File: config.mk
export PLATFORM = sky130hd
export DESIGN_NAME = bsrch_ctrl_flat
export DESIGN_NICKNAME = d
export VERILOG_FILES = /design/src/rtl/bsrch_if.sv /design/src/rtl/bsrch_ctrl.sv /design/src/flat_wrapper.sv
export SDC_FILE = /design/constraint.sdc
export NUM_CORES = 1
export LEC_CHECK = 0
export ABC_AREA = 1
export ABC_CLOCK_PERIOD_IN_PS = 1700
export BUFFER_PORTS_ARGS = -buffer_cell sky130_fd_sc_hd__buf_2
export CELL_PAD_IN_SITES_DETAIL_PLACEMENT = 0
export CELL_PAD_IN_SITES_GLOBAL_PLACEMENT = 1
export CORE_MARGIN = 2
export CORE_UTILIZATION = 27
export DETAILED_ROUTE_END_ITERATION = 10
export MAX_ROUTING_LAYER = met4
export PLACE_DENSITY_LB_ADDON = 0.1
export REMOVE_ABC_BUFFERS = 1
export SYNTH_ARGS = -nofsm -noshare
export SYNTH_HDL_FRONTEND = slang
export SYNTH_SLANG_ARGS = --single-unit
File: constraint.sdc
create_clock -name clk -period 1.7 [get_ports clk]
set_input_delay 0.085 -clock clk [delete_from_list [all_inputs] [get_ports clk]]
set_output_delay 0.085 -clock clk [all_outputs]
set_load 0.02 [all_outputs]
File: src/rtl/bsrch_if.sv
// Load/select bundle between the sqrt binary-search controller and its datapath.
// The controller drives register loads and mux selects; the datapath returns status.
interface bsrch_if;
    logic       ld1;
    logic       ld2;
    logic       ld4;
    logic       ld5;
    logic       ld6;
    logic       ld7;
    logic       c1;
    logic       c2;
    logic [2:0] eqz;
    logic       signal;

    modport master (
        output ld1, ld2, ld4, ld5, ld6, ld7,
        output c1, c2,
        input  eqz, signal
    );

    modport slave (
        input  ld1, ld2, ld4, ld5, ld6, ld7,
        input  c1, c2,
        output eqz, signal
    );
endinterface

File: src/rtl/bsrch_ctrl.sv
// Control FSM for the integer square-root binary-search datapath.
// Optional iteration limit / timeout enabled by defining BSRCH_ITER_LIMIT_EN.
module bsrch_ctrl #(
    parameter int MAX_ITER = 5
) (
    input  logic     clk,
    input  logic     rst,
    input  logic     start,
    bsrch_if.master  dp,
    output logic     busy,
    output logic     done,
    output logic     exact,
    output logic     timeout
);

    typedef enum logic [2:0] {
        S_IDLE,
        S_INIT,
        S_MID,
        S_SQR,
        S_CMP,
        S_SETTLE,
        S_CHK,
        S_DONE
    } state_t;

    state_t state;

    logic ld1, ld2, ld4, ld5, ld6, ld7;
    logic c1, c2;
    logic cmp_eq;
    logic cmp_lt;

    // Equal wins over less; anything else (including 000) narrows high.
    assign cmp_eq = dp.eqz[1];
    assign cmp_lt = dp.eqz[2] & ~dp.eqz[1];

`ifdef BSRCH_ITER_LIMIT_EN
    logic [2:0] iter_q;
    logic       timeout_q;
    logic       limit_hit;

    assign limit_hit = (int'(iter_q) >= MAX_ITER);
    assign timeout   = timeout_q;
`else
    localparam int unused_max_iter = MAX_ITER;
    assign timeout = 1'b0;
`endif

    always_ff @(posedge clk) begin
        if (rst) begin
            state <= S_IDLE;
            busy  <= 1'b0;
            done  <= 1'b0;
            exact <= 1'b0;
`ifdef BSRCH_ITER_LIMIT_EN
            iter_q    <= 3'd0;
            timeout_q <= 1'b0;
`endif
        end else begin
            done <= 1'b0;
            unique case (state)
                S_IDLE: begin
                    if (start) begin
                        state <= S_INIT;
                        busy  <= 1'b1;
                        exact <= 1'b0;
`ifdef BSRCH_ITER_LIMIT_EN
                        timeout_q <= 1'b0;
`endif
                    end
                end
                S_INIT: begin
                    state <= S_MID;
`ifdef BSRCH_ITER_LIMIT_EN
                    iter_q <= 3'd0;
`endif
                end
                S_MID: state <= S_SQR;
                S_SQR: state <= S_CMP;
                S_CMP: begin
`ifdef BSRCH_ITER_LIMIT_EN
                    if (iter_q != 3'd7)
                        iter_q <= iter_q + 3'd1;
`endif
                    if (cmp_eq) begin
                        state <= S_DONE;
                        done  <= 1'b1;
                        exact <= 1'b1;
`ifdef BSRCH_ITER_LIMIT_EN
                        timeout_q <= 1'b0;
`endif
                    end else begin
                        state <= S_SETTLE;
                    end
                end
                S_SETTLE: state <= S_CHK;
                S_CHK: begin
                    if (dp.signal) begin
                        state <= S_DONE;
                        done  <= 1'b1;
                        exact <= 1'b0;
`ifdef BSRCH_ITER_LIMIT_EN
                        timeout_q <= 1'b0;
                    end else if (limit_hit) begin
                        state     <= S_DONE;
                        done      <= 1'b1;
                        exact     <= 1'b0;
                        timeout_q <= 1'b1;
`endif
                    end else begin
                        state <= S_MID;
                    end
                end
                S_DONE: begin
                    state <= S_IDLE;
                    busy  <= 1'b0;
                    exact <= 1'b0;
`ifdef BSRCH_ITER_LIMIT_EN
                    timeout_q <= 1'b0;
`endif
                end
                default: state <= S_IDLE;
            endcase
        end
    end

    // Moore loads everywhere except CMP, where the compare flags steer low/high.
    always_comb begin
        ld1 = 1'b0;
        ld2 = 1'b0;
        ld4 = 1'b0;
        ld5 = 1'b0;
        ld6 = 1'b0;
        ld7 = 1'b0;
        c1  = 1'b0;
        c2  = 1'b0;
        unique case (state)
            S_INIT: begin
                ld1 = 1'b1;
                ld2 = 1'b1;
            end
            S_MID: ld4 = 1'b1;
            S_SQR: begin
                ld5 = 1'b1;
                ld6 = 1'b1;
                ld7 = 1'b1;
            end
            S_CMP: begin
                if (cmp_lt) begin
                    ld1 = 1'b1;
                    c1  = 1'b1;
                end else if (!cmp_eq) begin
                    ld2 = 1'b1;
                    c2  = 1'b1;
                end
            end
            default: ;
        endcase
    end

    assign dp.ld1 = ld1;
    assign dp.ld2 = ld2;
    assign dp.ld4 = ld4;
    assign dp.ld5 = ld5;
    assign dp.ld6 = ld6;
    assign dp.ld7 = ld7;
    assign dp.c1  = c1;
    assign dp.c2  = c2;

endmodule

File: src/flat_wrapper.sv
// flat-port wrapper written by rule: the top's interface ports become plain ports
module bsrch_ctrl_flat 
#(
    parameter int MAX_ITER = 5
)
  (clk, rst, start, busy, done, exact, timeout, dp_ld1, dp_ld2, dp_ld4, dp_ld5, dp_ld6, dp_ld7, dp_c1, dp_c2, dp_eqz, dp_signal);
  bsrch_if dp_i ();
  input  logic clk;
  input  logic rst;
  input  logic start;
  output logic busy;
  output logic done;
  output logic exact;
  output logic timeout;
  output wire logic [$bits(dp_i.ld1)-1:0] dp_ld1;
  output wire logic [$bits(dp_i.ld2)-1:0] dp_ld2;
  output wire logic [$bits(dp_i.ld4)-1:0] dp_ld4;
  output wire logic [$bits(dp_i.ld5)-1:0] dp_ld5;
  output wire logic [$bits(dp_i.ld6)-1:0] dp_ld6;
  output wire logic [$bits(dp_i.ld7)-1:0] dp_ld7;
  output wire logic [$bits(dp_i.c1)-1:0] dp_c1;
  output wire logic [$bits(dp_i.c2)-1:0] dp_c2;
  input wire logic [$bits(dp_i.eqz)-1:0] dp_eqz;
  input wire logic [$bits(dp_i.signal)-1:0] dp_signal;
  assign dp_ld1 = dp_i.ld1;
  assign dp_ld2 = dp_i.ld2;
  assign dp_ld4 = dp_i.ld4;
  assign dp_ld5 = dp_i.ld5;
  assign dp_ld6 = dp_i.ld6;
  assign dp_ld7 = dp_i.ld7;
  assign dp_c1 = dp_i.c1;
  assign dp_c2 = dp_i.c2;
  assign dp_i.eqz = dp_eqz;
  assign dp_i.signal = dp_signal;
  bsrch_ctrl #(.MAX_ITER(MAX_ITER)) u_core (.clk(clk), .rst(rst), .start(start), .dp(dp_i), .busy(busy), .done(done), .exact(exact), .timeout(timeout));
endmodule
=== Word level (Yosys, flattened, before mapping) ===
Cells that the tools add are included.

* Eq/ne operators: 10
* Mux-type cells: 22
* Bitwise operators: 2
* Reduce and logical (&&, ||, !) cells: 5

{| class="wikitable"
|+ Operator list
! kind !! count
|-
| 3-bit case mux with 8 select lines || 1
|-
| 1-bit 2-to-1 mux || 13
|-
| 3-bit == test (second input constant) || 4
|-
| 1-bit case mux with 2 select lines || 4
|-
| 3-bit by 2-bit == test with 1-bit output (second input constant) || 2
|-
| 3-bit 2-to-1 mux || 2
|-
| 2-bit inequality test (second input constant) || 3
|-
| 1-bit case mux with 4 select lines || 1
|-
| 4-bit AND reduction || 1
|-
| 4-bit nonzero test || 1
|-
| 3-bit by 1-bit == test with 1-bit output (second input constant) || 1
|-
| 3-bit logical NOT || 1
|-
| 2-bit 2-to-1 mux || 1
|-
| 2-bit AND reduction || 1
|-
| 2-bit nonzero test || 1
|-
| 1-bit bitwise AND || 1
|-
| 1-bit inverter || 1
|}

* Flip-flop bits (word level): 6
* Input port bits: 7
* Output and inout bits: 12

=== Longest topological paths before layout ===
Gate-level depths: netlist of run 1.

* Word-level depth: 4
* Gate-level depth with buffers: 9
* Mapped depth without buffers: 9

=== Worst setup path before layout of run 1 ===
Ideal clock, no wire load.

* Path kind: reg2out
* Start point: register u_core.state[0]
* End point: output port dp_ld6
* Arrival time: 1.132 ns
* Path slack: 0.483 ns
* Stages on the path, launching flop included: 4
* Path buffers: 1
* Cell sequence: dfxtp_1 -> inv_1 -> nor2_1 -> buf_4

* Word-level cells in the longest chain between the ends: 2

{| class="wikitable"
|+ RTL lines
! what !! line !! source
|-
| from (decl) || bsrch_ctrl.sv:27 || <nowiki>state_t state;</nowiki>
|-
| from (signal assigned) || bsrch_ctrl.sv:52 || <nowiki>state <= S_IDLE;</nowiki>
|-
| from (signal assigned) || bsrch_ctrl.sv:65 || <nowiki>state <= S_INIT;</nowiki>
|-
| from (signal assigned) || bsrch_ctrl.sv:74 || <nowiki>state <= S_MID;</nowiki>
|-
| 3-bit by 2-bit == test with 1-bit output || - ||
|-
| 1-bit 2-to-1 mux || - ||
|-
| to (decl) || flat_wrapper.sv:19 || <nowiki>output wire logic [$bits(dp_i.ld6)-1:0] dp_ld6;</nowiki>
|}

No other way between the ends.

=== Worst setup path after layout of run 1 ===
* Start point: register u_core.state[1]
* End point: output port dp_ld1

* Word-level cells in the longest chain between the ends: 2
* Elaborated cells on any way between the ends: 3
* Classes of those cells: eq/ne (2); mux (1)

{| class="wikitable"
|+ RTL lines
! what !! line !! source
|-
| 3-bit == test or 3-bit by 1-bit == test with 1-bit output (tied branches) || bsrch_ctrl.sv:138 || <nowiki>unique case (state)</nowiki>
|-
| 1-bit case mux with 2 select lines (*) || bsrch_ctrl.sv:138 ||
|-
| to (decl) || flat_wrapper.sv:15 || <nowiki>output wire logic [$bits(dp_i.ld1)-1:0] dp_ld1;</nowiki>
|}

Every way passes the cells marked *; elsewhere a longest branch is shown, timed or not.

==> summary.md, run 1 <==
| Metric | Value |
|---|---|
| Status | `finished clean` |
| Root buffer cell | `clkbuf_4` |
| Fin crit share | `78.6%` |
| Die height | `40.1 µm` |
| Clock transition at path regs | `40 ps` |
| PortBufs | `16` |
| Clock buffer depth | `2` |
| Die Width | `40.1 µm` |
| Via count | `381` |
| Setup Viol. Count Final | `0` |
| Overall power | `433 µW` |
| Starting Density | `between 20% and 30%` |
| Post-synthesis sequential area ratio | `between 30 and 40%` |
| Setup TNS | `0 ps` |
| Final hold violation count | `0` |
| Syn avg cell area | `6.06 µm²` |
| Worst min path class | `in -> reg` |
| Tmin final | `1340 ps` |
| Via-per-instance ratio | `between 4 and 5` |
| Worst Skew | `0.843 ps` |
| Cell leakage power | `between 0.0002 and 0.0003 µW` |
| Number of I/O pins | `19` |
| RSZ-0062 raised after global routing | `false` |
| Internal | `283 µW` |
| Reg power frac | `39.3%` |
| Fill count | `154` |
| Worst hold margin | `between 60 and 70 ps` |
| Critical R2R Launch | `u_core.state[2]$_SDFFE_PP0P_` |
| GRT Util Overall | `approximately an eighth` |
| Hold wc startpoint | `rst` |
| Layout Area Growth over Synthesis | `28.1%` |
| Multi-input gate area | `around 170 µm²` |
| First-pass GRT wire length | `1190 µm` |
| Critical path launch point type | `flip-flop` |
| Final ANT Viol Nets | `0` |
| Leading cell type in the layout, fill and taps excluded | `buf_2` |
| Placed Area | `428 µm²` |
| Detail Route met2 WL | `361 µm` |
| Num CTS Buffers | `3` |
| Largest net degree at the start of global routing | `7` |
| Rows | `13` |
| Final wirelength | `787 µm` |
| H-tree depth | `1` |
| Crit path from | `u_core.state[1]$_SDFFE_PP0P_` |
| Yosys warns | `0` |
| Peak Freq | `roughly 750 MHz` |
| Nets | `83` |
| Diode count | `0` |
| Fin util | `36.0%` |
| Switching Share | `34.8%` |
| NetSw | `approximately 150 µW` |
| Layout cells sized above 1 | `28.4%` |
| CTS tree | `done` |
| Number of global-route vias before repair | `311` |
| Top Layer Used | `met4` |
| Setup CP Type | `reg -> out` |
| Commonest cells after routing, fill and taps aside | `16 x buf_2, 14 x nand2_1, 10 x inv_1` |
| Initial antenna violation count | `0` |
| Met1 wire length | `366 µm` |
| CP Max Fanout | `5` |
| Cell variety after synth | `12` |
| Post-Synthesis Cells | `58` |
| Setup Buffers After CTS | `0` |
| Initial DRC count | `2` |
| Post-CTS Hold Buffers | `0` |
| Die area | `0.00161 mm²` |
| Met3 Wirelength | `54 µm` |
| Clock power frac | `30.1%` |
| Critical Path RT | `1620 ps` |
| Pwr per Cell Area | `961 mW/mm²` |
| RePlAce Congestion | `0.642` |
| CP endpoint kind | `output pin` |
| Comb pwr share | `30.6%` |
| Reg area | `120 µm²` |
| Routed wire per std cell | `a little under 9 µm` |
| Grt ovf | `0` |
| Final instance area | `450 µm²` |
| Synth Register Bits | `6` |
| Clock Sinks | `6` |
| Clock latency on the worst-skew pair | `roughly 240 ps` |
| Post-Syn Area | `352 µm²` |
| Fin. max-slew vios | `0` |
| CP arrival | `approximately 1300 ps` |
| DRC viols | `0` |
| Max-Cap Viols | `0` |
| Core Area | `about 0.0013 mm²` |
| Detailed Place HPWL | `645 µm` |
| Peak supply drop | `0.293 mV` |
| First-pass iteration count of the detailed router | `4` |
| Post-cts sizing count | `0` |
## path summary, 6_finish.rpt
kind | end | slack, ps | cells past startpoint
worst max register to register | u_core.exact$_SDFFE_PP0P_ | 570 | 9
worst min register to register | u_core.exact$_SDFFE_PP0P_ | 470 | 2
worst max-delay path | dp_ld1 | 360 | 4
worst min-delay path | u_core.state[2]$_SDFFE_PP0P_ | 70 | 2
## power by group through the flow
stage          clock, µW  sequential (µW)  combinational, µW
4_1_cts              139              170                135
2_1_floorplan          0              180               84.9
3_3_place_gp           0              173                135
6_report             130              170                132
5_1_grt              141              172                153
3_5_place_dp           0              173                135
## synth_stat cells
| library cell | n | area (µm²) |
|---|---|---|
| a21oi_1 | 4 | 20.0 |
| inv_1 | 10 | 37.5 |
| nor2_1 | 9 | 33.8 |
| o21ai_0 | 3 | 15.0 |
| a31oi_1 | 1 | 6.26 |
| nand3_1 | 4 | 20.0 |
| nand2_1 | 14 | 52.6 |
| nor2_2 | 2 | 12.5 |
| nor3b_1 | 1 | 7.51 |
| dfxtp_1 | 6 | 120 |
| conb_1 | 1 | 3.75 |
| buf_4 | 3 | 22.5 |
## cells by family (layout without fill, tap and decap cells)
logic type             Yosys count  in the layout  synth area share (%)
AND/OR/NAND/NOR                 30             30                  35.9
other                            1              1                  1.07
buffers and inverters           13             29                  17.1
flip-flops                       6              6                  34.2
AO/OA/AOI/OAI                    8              8                  11.7
## area by class of cell
class                      instances  area share (%)
clock buffer                       3            5.00
inverter                          10            8.33
sequential                         6            26.7
tap                               15            4.17
multi-input combinational         39            38.1
timing repair buffer              16            17.8
## critical path, cell delays in order, from the launching register on
cell     delay, ps
dfxtp_1        350
nor2_2         160
nand3_1        160
o21ai_0        170
buf_2          180
## sequential cells by signal, summed over array words and instances (netlist names)
| signal | flops |
|---|---|
| u_core.busy | 1 |
| u_core.done | 1 |
| u_core.exact | 1 |
| u_core.state | 3 |
## metal layers
metal / vias up / track usage (%)
met3: 2 / 2.22
met1: 161 / 14.0
met2: 12 / 16.9
met4: 0 / 10.3
li1: 206 / -
met5: - / -
## through the flow
stage | cells | setup slack, ps
final | 89 | 364
after global routing | 89 | 193
after CTS | 89 | 328
after floorplan | 55 | 93.5
after detailed placement | 86 | 557
after global placement | 86 | 534
Power figures use the tool's default switching activity.
==> run 2, diff against run 1 <==
- ABC_CLOCK_PERIOD_IN_PS: 1700 -> 1220
- CORE_UTILIZATION: 27 -> 23
- clock period: 1.7 -> 1.22 ns (I/O delays scaled with it)
==> summary.md, run 2 (synthesis results as in run 1) <==
| Metric | Value |
|---|---|
| Via count | `402 (+5.5%)` |
| Routed wire per std cell | `9.38 µm (+6.0%)` |
| CP endpoint kind | `output pin` |
| Hold wc startpoint | `rst` |
| First-pass GRT wire length | `1500 µm (+25%)` |
| Die height | `43.1 µm (+7.5%)` |
| Post-CTS Hold Buffers | `0 (unchanged)` |
| Grt ovf | `0 (unchanged)` |
| Multi-input gate area | `200 µm² (+17%)` |
| Fin. max-slew vios | `0 (unchanged)` |
| Clock buffer depth | `2 (unchanged)` |
| Final wirelength | `872 µm (+11%)` |
| Clock Sinks | `6 (unchanged)` |
| Worst Skew | `0.696 ps (-0.147 ps)` |
| Fill count | `181 (+18%)` |
| Via-per-instance ratio | `4.32 (+0.97%)` |
| Starting Density | `23.9% (-4.2 points)` |
| Setup TNS | `0 ps (unchanged)` |
| CP arrival | `1110 ps (-140 ps)` |
| Dpl ws | `102 ps (-455 ps)` |
| Num CTS Buffers | `3 (unchanged)` |
| DRC viols | `0 (unchanged)` |
| Clock power frac | `28.4% (-1.7 points)` |
| Number of global-route vias before repair | `380 (+22%)` |
| Max reg flops | `3 (unchanged)` |
| RSZ-0062 raised after global routing | `true` |
| Setup Viol. Count Final | `0 (unchanged)` |
| Critical R2R Launch | `u_core.state[1]$_SDFFE_PP0P_` |
| Largest Register | `u_core.state` |
| R2r setup slk | `130 ps (-440 ps)` |
| Overall power | `650 µW (+50%)` |
| Diode count | `0 (unchanged)` |
| Clock latency on the worst-skew pair | `240 ps (about the same)` |
| Setup CP Type | `reg -> out` |
| Worst min path class | `in -> reg` |
| Peak supply drop | `0.480 mV (+64%)` |
| H-tree depth | `1 (unchanged)` |
| Min-Delay Path Depth | `2 (unchanged)` |
| Internal | `418 µW (+48%)` |
| Tmin final | `1170 ps` |
| CP Max Fanout | `5 (unchanged)` |
| NetSw | `232 µW (+54%)` |
| Detailed Place HPWL | `663 µm (+2.8%)` |
| Cell leakage power | `0.000271 µW (+7.8%)` |
| Critical Path RT | `1160 ps (-460 ps)` |
| Placed Area | `437 µm² (+2.0%)` |
| Placed cells | `88 (+2.3%)` |
| Status | `finished clean` |
| RePlAce Congestion | `0.659 (+2.7%)` |
| Layout Cells excl Fill | `93 (+4.5%)` |
| Reg power frac | `37.3% (-2.0 points)` |
| Rows | `14 (+1)` |
| Core Area | `0.00147 mm² (+17%)` |
| Die Width | `43.1 µm (+7.5%)` |
| RR Endpoint | `u_core.exact$_SDFFE_PP0P_` |
| Number of I/O pins | `19 (unchanged)` |
| Initial DRC count | `9 (+7)` |
| Fin crit share | `95.7%` |
| Nets | `86 (+3.6%)` |
| Commonest cells after routing, fill and taps aside | `14 x nand2_1, 13 x buf_2, 10 x inv_1` |
| GRT Util Overall | `11.4% (-0.47 points)` |
| Final hold violation count | `0 (unchanged)` |
| Switching Share | `35.7% (+0.90 points)` |
| Peak Freq | `roughly 860 MHz` |
| Leading cell type in the layout, fill and taps excluded | `nand2_1` |
| Largest net degree at the start of global routing | `7 (unchanged)` |
| Reg2Reg Depth | `9 (unchanged)` |
| Final worst slack | `52.0 ps (-312 ps)` |
| Max-Cap Viols | `0 (unchanged)` |
| Clock transition at path regs | `40 ps (about the same)` |
| Worst Hold Path EP | `u_core.state[2]$_SDFFE_PP0P_` |
| Reg area | `124 µm² (+3.1%)` |
| Final instance area | `514 µm² (+14%)` |
| CTS tree | `done` |
| Layout Area Growth over Synthesis | `46.3%` |
| Critical path launch point type | `flip-flop` |
| Root buffer cell | `clkbuf_4` |
| Die area | `0.00186 mm² (+16%)` |
| Comb pwr share | `34.3% (+3.7 points)` |
| Pwr per Cell Area | `1260 mW/mm² (+32%)` |
| PortBufs | `16 (unchanged)` |
| Layout cells sized above 1 | `39.0% (+11 points)` |
| Final ANT Viol Nets | `0 (unchanged)` |
| First-pass iteration count of the detailed router | `4 (unchanged)` |
| Initial antenna violation count | `0 (unchanged)` |
-- run 2: cell count changes in the layout (fill, tap and decap cells not counted), sizes merged --
cell / before / now
buf: 16 / 19
-- run 2: timing repair --
| action | 4_1_cts | 5_1_grt |
|---|---|---|
| buffers inserted | 2 | 0 |
| pin swaps | 1 | 3 |
| resized for setup | 6 | 8 |
| setup endpoints to repair | 7 | 8 |
-- run 2: layout make-up --
cell class,count,share of cell area [%]
multi-input combinational,39,38.9
sequential,6,24.1
timing repair buffer,19,21.4
inverter,10,7.30
clock buffer,3,4.38
tap,16,3.89
-- run 2: per-stage QoR --
stage	utilization [%]	hold WS (ps)
final	34.9	30.7
after global routing	34.9	45.1
after CTS	32.9	27.7
after detailed placement	29.7	294
after global placement	29.7	297
after floorplan	-	130
-- run 2: worst max path at each step --
stage,start,endpoint,cells after the start
after floorplan,u_core.state[0]$_SDFFE_PP0P_,u_core.state[2]$_SDFFE_PP0P_,4
after global placement,u_core.state[1]$_SDFFE_PP0P_,u_core.exact$_SDFFE_PP0P_,9
after detailed placement,u_core.state[0]$_SDFFE_PP0P_,u_core.exact$_SDFFE_PP0P_,7
after CTS,u_core.state[0]$_SDFFE_PP0P_,dp_ld1,4
after global routing,u_core.state[1]$_SDFFE_PP0P_,dp_ld1,4
final,u_core.state[1]$_SDFFE_PP0P_,dp_ld1,4
-- run 2: worst max-delay path: stages, from the launching register on --
cell and delay [ps]:
dfxtp_2 350, nor2_4 140, nand3_4 100, o21ai_2 130
buf_4 140
-- run 2: power groups by stage --
stage               sequential [µW]  clock (µW)  combinational [µW]
CTS                             238         191                 206
floorplan                       251           0                 118
detailed placement              240           0                 190
finish                          242         185                 223
global placement                240           0                 194
global route                    245         202                 252
-- run 2: layer usage --
layer | global-route usage, % | vias to the layer above | part of all wire (%)
li1 | - | 214 | -
met1 | 14.1 | 171 | 48
met2 | 15.2 | 15 | 43
met3 | 2.98 | 2 | 7.8
met4 | 9.09 | 0 | 0.92
met5 | - | - | 0
==> run 3, diff against run 2 <==
==> constraint.sdc (replaced) <==
create_clock -name clk -period 1.22 [get_ports clk]
set_input_delay 0.183 -clock clk [delete_from_list [all_inputs] [get_ports clk]]
set_output_delay 0.183 -clock clk [all_outputs]
set_load 0.02 [all_outputs]
==> summary.md, run 3 (synthesis results as in run 1) <==
| Metric | Value |
|---|---|
| Status | `finished with violations` |
| Failing checks | `setup timing` |
| Pwr per Cell Area | `1150 mW/mm² (-9.1%)` |
| Critical Path RT | `1040 ps (-120 ps)` |
| First-pass iteration count of the detailed router | `3 (-1)` |
| Fill count | `169 (-6.6%)` |
| Final ANT Viol Nets | `0 (unchanged)` |
| RSZ-0062 raised after global routing | `true` |
| Setup Viol. Count Final | `4 (+4)` |
| Tmin final | `1280 ps (+117 ps)` |
| Rows | `14 (unchanged)` |
| Worst min path class | `in -> reg` |
| Commonest cells after routing, fill and taps aside | `13 x nand2_1, 12 x buf_4, 8 x inv_1, 8 x buf_2, 6 x nor2_1` |
| Final wirelength | `917 µm (+5.2%)` |
| Diode count | `0 (unchanged)` |
| Num CTS Buffers | `3 (unchanged)` |
| Post-CTS Hold Buffers | `0 (unchanged)` |
| Slowest cell on crit path | `dfxtp_4` |
| Worst hold margin | `160 ps (+129 ps)` |
| CP endpoint kind | `output pin` |
| First-pass GRT wire length | `1610 µm (+7.8%)` |
| Final worst slack | `-64.8 ps (-117 ps)` |
| Max reg flops | `3 (unchanged)` |
| Die Width | `43.1 µm (unchanged)` |
| R2r setup slk | `30 ps (-100 ps)` |
| Leading cell type in the layout, fill and taps excluded | `nand2_1` |
| DRC viols | `0 (unchanged)` |
| Largest net degree at the start of global routing | `6 (-1)` |
| NetSw | `242 µW (+4.3%)` |
| Max incr delay on CP | `370 ps (+20 ps)` |
| Layout cells sized above 1 | `50.0% (+11 points)` |
| Reg area | `131 µm² (+6.1%)` |
| Final hold violation count | `0 (unchanged)` |
| H-tree depth | `1 (unchanged)` |
| CTS tree | `done` |
| Placed Area | `444 µm² (+1.7%)` |
| Multi-input gate area | `216 µm² (+8.1%)` |
| Max-Cap Viols | `0 (unchanged)` |
| PortBufs | `16 (unchanged)` |
| Cell leakage power | `0.000301 µW (+11%)` |
| Clock Sinks | `6 (unchanged)` |
| Peak supply drop | `0.527 mV (+9.9%)` |
| Overall power | `696 µW (+7.1%)` |
| Internal | `454 µW (+8.6%)` |
| CP arrival | `1100 ps (about the same)` |
| Layout Area Growth over Synthesis | `72.2%` |
| Via-per-instance ratio | `4.17 (-3.4%)` |
| Routed wire per std cell | `9.36 µm (-0.20%)` |
| Worst Skew | `4.91 ps (+4.22 ps)` |
| Clock power frac | `25.9% (-2.5 points)` |
| Die height | `43.1 µm (unchanged)` |
| Core Area | `0.00147 mm² (unchanged)` |
| Setup CP Type | `reg -> out` |
| Detailed Place HPWL | `665 µm (+0.42%)` |
| CP Max Fanout | `5 (unchanged)` |
| Final instance area | `606 µm² (+18%)` |
| Number of I/O pins | `19 (unchanged)` |
| Switching Share | `34.7% (-0.91 points)` |
| Critical path launch point type | `flip-flop` |
| Die area | `0.00186 mm² (unchanged)` |
| Clock transition at path regs | `40 ps (about the same)` |
| Reg power frac | `35.2% (-2.1 points)` |
| Root buffer cell | `clkbuf_4` |
| Crit path buf inv count | `1 (unchanged)` |
| Clock buffer depth | `2 (unchanged)` |
| Grt ovf | `0 (unchanged)` |
| CP delay by family, top | `flip-flops` |
| RePlAce Congestion | `0.632 (-4.1%)` |
| Number of global-route vias before repair | `397 (+4.5%)` |
| Starting Density | `23.9% (unchanged)` |
| Fin. max-slew vios | `0 (unchanged)` |
| Initial antenna violation count | `0 (unchanged)` |
| Peak Freq | `778 MHz (-9.1%)` |
| Comb pwr share | `39.0% (+4.7 points)` |
| Initial DRC count | `2 (-7)` |
| GRT Util Overall | `12.3% (+0.91 points)` |
| Nets | `91 (+5.8%)` |
| Critical-path cell list | `nor2_4, nand3_4, o21ai_2, buf_6` |
| Clock latency on the worst-skew pair | `240 ps (about the same)` |
| Fin crit share | `105% (+9.6 points)` |
| Largest Register | `u_core.state` |
| Via count | `409 (+1.7%)` |
## run 3: changes by cell type in the layout (fill, tap and decap cells not counted), moves of 3 or more
cell     change
buf_4        +6
buf_6        +4
dfxtp_4      +3
buf_2        -5
dfxtp_2      -3
## run 3: through the flow
stage | util, % | setup TNS, ps | worst slack, ps | instances
after detailed placement | 30.2 | 0 | 20.0 | 89
after floorplan | - | -1370 | -387 | 55
after global routing | 41.2 | -619 | -114 | 98
after CTS | 38.0 | -273 | -91.9 | 96
final | 41.2 | -194 | -64.8 | 98
after global placement | 30.2 | 0 | 26.3 | 89
## run 3: worst paths after layout
path,startpoint,end,cells past startpoint
worst max-delay path,u_core.state[1]$_SDFFE_PP0P_,dp_ld1,4
worst min register to register,u_core.exact$_SDFFE_PP0P_,u_core.exact$_SDFFE_PP0P_,2
worst max register to register,u_core.state[1]$_SDFFE_PP0P_,u_core.exact$_SDFFE_PP0P_,8
worst min-delay path,rst,u_core.state[2]$_SDFFE_PP0P_,2
## run 3: power groups by stage
stage / Clock, µW / Combinational, µW / Sequential [µW]
floorplan: 0 / 118 / 251
global placement: 0 / 202 / 240
detailed placement: 0 / 201 / 239
CTS: 192 / 246 / 242
global route: 201 / 302 / 248
finish: 180 / 271 / 245
## run 3: final cells by class
type / instances / area share, %
Inverter: 10 / 6.61
Sequential cell: 6 / 21.7
Multi-Input combinational cell: 39 / 35.7
Tap cell: 16 / 3.31
Clock buffer: 3 / 3.72
Timing Repair Buffer: 24 / 28.9
## run 3: worst reg2reg max path, delay by kind of cell, from the launching register on
kind | cells | cell delay (ps)
flip-flops | 1 | 370
buffers and inverters | 2 | 260
AND/OR/NAND/NOR | 6 | 460
## run 3: timing repair
action,4_1_cts,5_1_grt
gates resized for setup,24,10
setup buffers,4,2
pin swaps,5,6
endpoints found under the setup margin,8,8
## run 3: per-layer routing
metal	routed length [µm]	GRT usage, %	share of wire [%]	up-vias
li1	-	-	-	224
met2	423	16.4	46	13
met4	8	9.09	0.87	0
met5	0	-	0	-
met1	421	15.8	46	170
met3	62	2.98	6.8	2
